`config.mk`:
```
export PLATFORM = sky130hd
export DESIGN_NAME = upc_sequencer
export DESIGN_NICKNAME = d
export VERILOG_FILES = /design/src/rtl/upc_sequencer.sv
export SDC_FILE = /design/constraint.sdc
export NUM_CORES = 1
export LEC_CHECK = 0
export ABC_AREA = 1
export BUFFER_PORTS_ARGS = -buffer_cell sky130_fd_sc_hd__buf_4
export CORE_MARGIN = 8
export CORE_UTILIZATION = 45
export CTS_BUF_LIST = sky130_fd_sc_hd__clkbuf_4 sky130_fd_sc_hd__clkbuf_8 sky130_fd_sc_hd__clkbuf_16
export CTS_CLUSTER_SIZE = 25
export DETAILED_ROUTE_END_ITERATION = 10
export PLACE_DENSITY = 0.69
export SLEW_MARGIN = 20
export SYNTH_ARGS = -nofsm -noshare
export SYNTH_HDL_FRONTEND = slang
export SYNTH_SLANG_ARGS = --single-unit
```
`constraint.sdc`:
```
create_clock -name clk -period 4 [get_ports clk]
set_input_delay 0.2 -clock clk [delete_from_list [all_inputs] [get_ports clk]]
set_output_delay 0.2 -clock clk [all_outputs]
set_load 0.1 [all_outputs]
```
`src/rtl/upc_sequencer.sv`:
```
// Next-address controller for the micro-program counter, with a call/return stack.
// Latency: load_incr/upc_next are combinational (act on the same edge); state/stack registered.
// Backpressure: stall holds the uPC and freezes state and stack for that cycle.
module upc_sequencer #(
    parameter int              AW        = 5,
    parameter int              DEPTH     = 4,
    parameter logic [AW-1:0]   RESET_VEC = '0
) (
    input  logic                       clk,
    input  logic                       reset,
    input  logic                       start,
    input  logic                       stall,
    input  logic [AW-1:0]              upc,
    input  logic [2:0]                 seq_op,
    input  logic [AW-1:0]              seq_target,
    input  logic                       cond,
    input  logic [AW-1:0]              dispatch_addr,
    output logic                       load_incr,
    output logic [AW-1:0]              upc_next,
    output logic                       busy,
    output logic                       halted,
    output logic                       stack_err,
    output logic [$clog2(DEPTH+1)-1:0] stack_depth
);
    localparam int DW = $clog2(DEPTH + 1);
    localparam int IW = (DEPTH > 1) ? $clog2(DEPTH) : 1;

    localparam logic [1:0] S_IDLE = 2'd0;
    localparam logic [1:0] S_RUN  = 2'd1;
    localparam logic [1:0] S_HALT = 2'd2;
    localparam logic [1:0] S_ERR  = 2'd3;

    localparam logic [2:0] OP_NEXT = 3'd0;
    localparam logic [2:0] OP_JUMP = 3'd1;
    localparam logic [2:0] OP_BRT  = 3'd2;
    localparam logic [2:0] OP_BRF  = 3'd3;
    localparam logic [2:0] OP_CALL = 3'd4;
    localparam logic [2:0] OP_RET  = 3'd5;
    localparam logic [2:0] OP_DISP = 3'd6;
    localparam logic [2:0] OP_HALT = 3'd7;

    logic [1:0]    state, state_d;
    logic [DW-1:0] depth;
    logic [AW-1:0] stk [DEPTH];
    logic [AW-1:0] ret_addr;
    logic [IW-1:0] push_idx, top_idx;
    logic          full, empty;
    logic          push, pop, clr, set_err;

    assign ret_addr = upc + AW'(1);
    assign push_idx = IW'(depth);
    assign top_idx  = IW'(depth - DW'(1));
    assign full     = (depth == DW'(DEPTH));
    assign empty    = (depth == '0);

    // The uPC register has no hold mode, so holding means reloading upc itself.
    always_comb begin
        load_incr = 1'b1;
        upc_next  = upc;
        state_d   = state;
        push      = 1'b0;
        pop       = 1'b0;
        clr       = 1'b0;
        set_err   = 1'b0;
        case (state)
            S_IDLE: begin
                upc_next = RESET_VEC;
                if (start) state_d = S_RUN;
            end
            S_RUN: begin
                if (!stall) begin
                    case (seq_op)
                        OP_NEXT: load_incr = 1'b0;
                        OP_JUMP: upc_next = seq_target;
                        OP_BRT:  if (cond) upc_next = seq_target; else load_incr = 1'b0;
                        OP_BRF:  if (!cond) upc_next = seq_target; else load_incr = 1'b0;
                        OP_CALL: begin
                            if (full) begin
                                state_d = S_ERR;
                                set_err = 1'b1;
                            end else begin
                                push     = 1'b1;
                                upc_next = seq_target;
                            end
                        end
                        OP_RET: begin
                            if (empty) begin
                                state_d = S_ERR;
                                set_err = 1'b1;
                            end else begin
                                pop      = 1'b1;
                                upc_next = stk[top_idx];
                            end
                        end
                        OP_DISP: upc_next = dispatch_addr;
                        OP_HALT: state_d = S_HALT;
                    endcase
                end
            end
            default: begin
                if (start) begin
                    upc_next = RESET_VEC;
                    state_d  = S_RUN;
                    clr      = 1'b1;
                end
            end
        endcase
    end

    always_ff @(posedge clk or negedge reset) begin
        if (!reset) begin
            state     <= S_IDLE;
            depth     <= '0;
            stack_err <= 1'b0;
        end else begin
            state <= state_d;
            if (clr)        depth <= '0;
            else if (push)  depth <= depth + DW'(1);
            else if (pop)   depth <= depth - DW'(1);
            if (clr)          stack_err <= 1'b0;
            else if (set_err) stack_err <= 1'b1;
        end
    end

    // Entries beyond depth are don't-care, so the array needs no reset.
    always_ff @(posedge clk) begin
        if (push) stk[push_idx] <= ret_addr;
    end

    assign busy        = (state == S_RUN);
    assign halted      = (state == S_HALT);
    assign stack_depth = depth;
endmodule

```
Yosys cells after proc, flatten, opt, wreduce, memory -nomap -nowiden
Memories as Yosys holds them, arrays and structs flattened. Cells that the tools add are included. W data, S select, Z words.

Eq/ne operators: 14. Reduce and logical (&&, ||, !) cells: 8. Add/subtract/negate cells: 3. Multiplexer cells: 41.

Operators with widths (count): $mux W5 (6); $pmux W5 S6 (1); $mux W1 (22); $eq A3 B3 Y1 const B (5); $mux W2 (5); $pmux W5 S2 (1); $mux W3 (3); $eq A3 B2 Y1 const B (2); $logic_not A3 Y1 (2); $ne A3 B3 Y1 const B (2); $pmux W2 S3 (1); $add A5 B1 Y5 const B (1); $reduce_and A5 Y1 (1); $ne A4 B1 Y1 const B (1); $reduce_bool A2 Y1 (2); $add A3 B1 Y3 const B (1); $eq A3 B1 Y1 const B (1); $pmux W1 S3 (1); $reduce_bool A3 Y1 (1); $sub A3 B1 Y3 const B (1); $eq A2 B1 Y1 const B (1); $eq A2 B2 Y1 const B (1); $logic_not A2 Y1 (1); $ne A2 B2 Y1 const B (1); 2 further kinds (2).

Input bits: 23. Bits in writable memories: 20. Output and inout bits: 12. Memories: 1. Logic and storage cells: 70. Flip-flop bits (word level): 6.

Memories: stk (depth 4, bits a word 5, read ports 1, clocked after memory_dff 0, wr ports 1, line 44) `logic [AW-1:0] stk [DEPTH];`.

Depth between registers and ports, before layout
Depth after elaboration: 8. Mapped depth: 13. Gate-level depth less buffers: 11.

Least setup slack after synthesis
No wires, ideal clock.

Path kind: register to output. From: reg depth[0] (netlist: stack_depth[0]). To: out upc_next[4]. Cell stages (with the launch flop): 13. Arrival: 2.972 ns. Slack: 0.828 ns. Data required time: 3.800 ns. Buffers on the path: 2. Cell sequence: dfrtp_1 > inv_1 > buf_2 > ha_1 > clkbuf_1 > inv_1 > nor2_1 > o21ai_0 > nand2_1 > nand2_1 > nand3_1 > o21bai_1 > nand2_1.

Word-level cells in the longest chain between the ends: 6. Elaborated cells between the ends (all ways): 9. Classes of those cells: add/sub: 1; eq/ne: 1; mux: 5; reduce/logical: 1; memory: 1.

RTL lines: start: declaration (line 43) `logic [DW-1:0] depth;`; start signal: assignment (line 118) `else if (push) depth <= depth + DW'(1);`; start signal: assignment (line 119) `else if (pop) depth <= depth - DW'(1);`; $sub A3 B1 Y3; $mem_v2 Z4 W5; $mux W5 (line 87) `if (empty) begin`; $pmux W5 S6 (*) (line 72) `case (seq_op)`; $mux W5 (*) (line 71) `if (!stall) begin`; $pmux W5 S2 (*) (line 65) `case (state)`; end: declaration (line 19) `output logic [AW-1:0] upc_next,`.

Mark *: on every way between the ends. The rest lies on a longest branch, timed or not.

Worst setup path after layout
Same ends and word-level chain as after synthesis.

==> flow_summary.yaml <==
layout:
  area_delta_synth_final_pct: 21.5
  fillers: 372
  final_core_util_pct: 55.4
  layout.nets: 313
  antennaDiodeCount: 0
  finish.instance_area_sq_um: 2150
  final_cells: 333
  layout-drive-gt1-share_pct: 15.5
floorplanning:
  dieArea_sq_um: 6200
  rows: 23
  start_util_pct: 45.6
  ioPinCount: 35
  core_sq_um: 3880
  die_w_um: 78.7
  fp.dieH_um: 78.7
clock_tree:
  post_cts_buffers: 0
  cts_buffer_depth: 2
  ctsHoldBuffers: 1
  numCtsBuffers: 3
  cts_resized: 0
  htreeDepth: 1
  cts_tree: "built"
  cts.clk_slew.worst_paths_ps: 90
  clk_latency_ps: 280
  cts_root_buf: "clkbuf_8"
  numClockSinks: 26
critical_path:
  end_kind: "output port"
  r2r_end: "stk[0][1]"
  required_ps: 3800
  critPathKind: "reg2out"
  critPathLaunchType: "flop"
  arrival_ps: 2750
  startpoint: "stack_depth[0]"
  worstRegToRegCells: 7
  reg2reg_slack_ps: 1370
  rr_startpoint: "stack_depth[0]"
  critPathMaxFanout: 16
drt:
  drtIter0Drc: 95
  dr_total_vias: 1608
  vias_per_cell: 4.83
  wl_per_cell_um: 12.2
  ant_nets: 0
  drc_errors: 0
  drt_wl_total_mm: 4.07
  first_pass_iters: 4
synthesis:
  synth-async-reset-ratio_pct: 23.1
  ys_top_cells_by_area: "edfxtp_1, nand2_1, dfrtp_1"
  syn_avg_cell_area_sq_um: 7.14
  synthCells: 248
  ys_top_cells_by_count: "nand2_1, inv_1, nor2_1"
  synth_warnings: 0
  synth-seq-area-share_pct: 42.4
  synth_top_area_share_pct: 33.9
  synth_enable_flop_cells: 20
  ys_ff_latch: 26
  synth.distinct_cells: 23
  syn_nets: 277
  synth_ff_type: "edfxtp_1"
  synth.most_common_cell: "nand2_1"
  synthesis.area_sq_um: 1770
  synth_top_area_cell: "edfxtp_1"
global_route:
  antenna_found_initial: 0
  grtUsageTotal_pct: 13.8
  grt_pass1_wl_mm: 6.95
  grt_pass1_vias: 1626
  overflow: 0
  grt_max_degree: 17
timing:
  rsz0062_at_grt: "no"
  hold_viol: 0
  min_period_ps: 2950
  fin_skew_ps: 4.17
  fin_setup_tns_ps: 0
  post-route-period-util_pct: 73.8
  setup_viol: 0
  worst_pin_slew_ps: 473
  holdWs_ps: 136
  final-max-slew-violation-count: 0
  max_freq_ghz: 0.339
  relSlewSlack_pct: 68.4
min_path:
  min_path_type: "in2reg"
  hp-start: "start"
  hold_path_end: "state[1]"
  hold_path_depth: 2
power:
  swShare_pct: 49.4
  power_frac_comb_pct: 54.1
  power.leakage_nw: 1.08
  cellPowerDensity_nw_per_um2: 582
  p_int_mw: 0.634
  p_seq_share_pct: 28.5
  switchingPower_mw: 0.620
  power.share.clock_pct: 17.4
  ir_drop_v: 0.000236
run:
  drv_cap: 0
outcome:
  status: "finished, final reports clean"
placed_design:
  dpl.cell_count: 328
  dp_hpwl_mm: 3.32
  routabilityCongestion: 0.892
  placement.io_buffers: 34
  placed_cell_area_sq_um: 2070
[power by group through the flow]
stage          Sequential, mW  Combinational, mW  Clock (mW)
2_1_floorplan           0.477              0.404           0
3_3_place_gp            0.362              0.674           0
3_5_place_dp            0.364              0.674           0
4_1_cts                 0.358              0.678       0.224
5_1_grt                 0.364              0.734       0.230
6_report                0.358              0.678       0.218
[metrics by stage]
stage | power [mW] | setup WS [ps]
2_1_floorplan | 0.880 | 828
3_3_place_gp | 1.04 | 1400
3_5_place_dp | 1.04 | 1350
4_1_cts | 1.26 | 1030
5_1_grt | 1.33 | 772
6_report | 1.25 | 1050
[state kept, by name (all words and copies together), names as in the netlist]
| signal | count |
|---|---|
| state | 2 |
| stack_depth | 3 |
| stk | 20 |
| stack_err | 1 |
[worst max-delay path: stages, from the launching register on]
cell and delay (ps):
dfrtp_1 640, inv_1 310, ha_1 520, inv_1 150, nor2_1 110, o21ai_0 80, nand2_1 100, nand2_1 50
nand3_1 100, o21bai_1 70, nand2_1 60, buf_4 280
[worst max path at each step]
stage,to,slack [ps],depth (start not counted)
6_report,upc_next[4],1050,11
5_1_grt,upc_next[2],770,12
4_1_cts,upc_next[4],1030,11
3_5_place_dp,upc_next[4],1350,11
3_3_place_gp,upc_next[1],1400,12
2_1_floorplan,upc_next[4],830,12
[final cells by class]
class	count	area, sq um	share of cell area (%)
Tap cell	50	62.6	2.91
Clock inverter	1	30.0	1.40
Clock buffer	3	41.3	1.92
Timing Repair Buffer	35	265	12.3
Multi-Input combinational cell	179	856	39.8
Inverter	39	146	6.80
Sequential cell	26	751	34.9
[cell usage in the layout, fill, tap and decap left out, drive strengths merged, types with 4 or more instances in the layout]
cell type / Yosys / routed
buf: 3 / 34
dfrtp: 6 / 6
o21ai: 8 / 8
nand4: 4 / 4
nand2: 102 / 102
nand3: 20 / 20
inv: 39 / 39
ha: 6 / 6
nor2: 24 / 24
edfxtp: 20 / 20
[per-layer routing]
metal | vias up | global-route usage [%] | routed length [um]
met5 | - | 0 | 0
met4 | 0 | 6.48 | 72
met3 | 5 | 2.37 | 249
met2 | 56 | 20.9 | 1770
met1 | 701 | 18.7 | 1980
li1 | 846 | - | -
[cell families (layout without fill, tap and decap cells)]
logic type	count (synthesis)	count (layout)	share of synthesized area, %
and+or+nand+nor	153	153	36.4
buffers and inverters	43	78	9.32
DFF	26	26	42.4
AOI/OAI and AO/OA	14	14	4.66
adders and majority gates	6	6	4.24
xor gates and xnor gates	6	6	2.97
No activity file was read; power rests on OpenSTA's default activity.
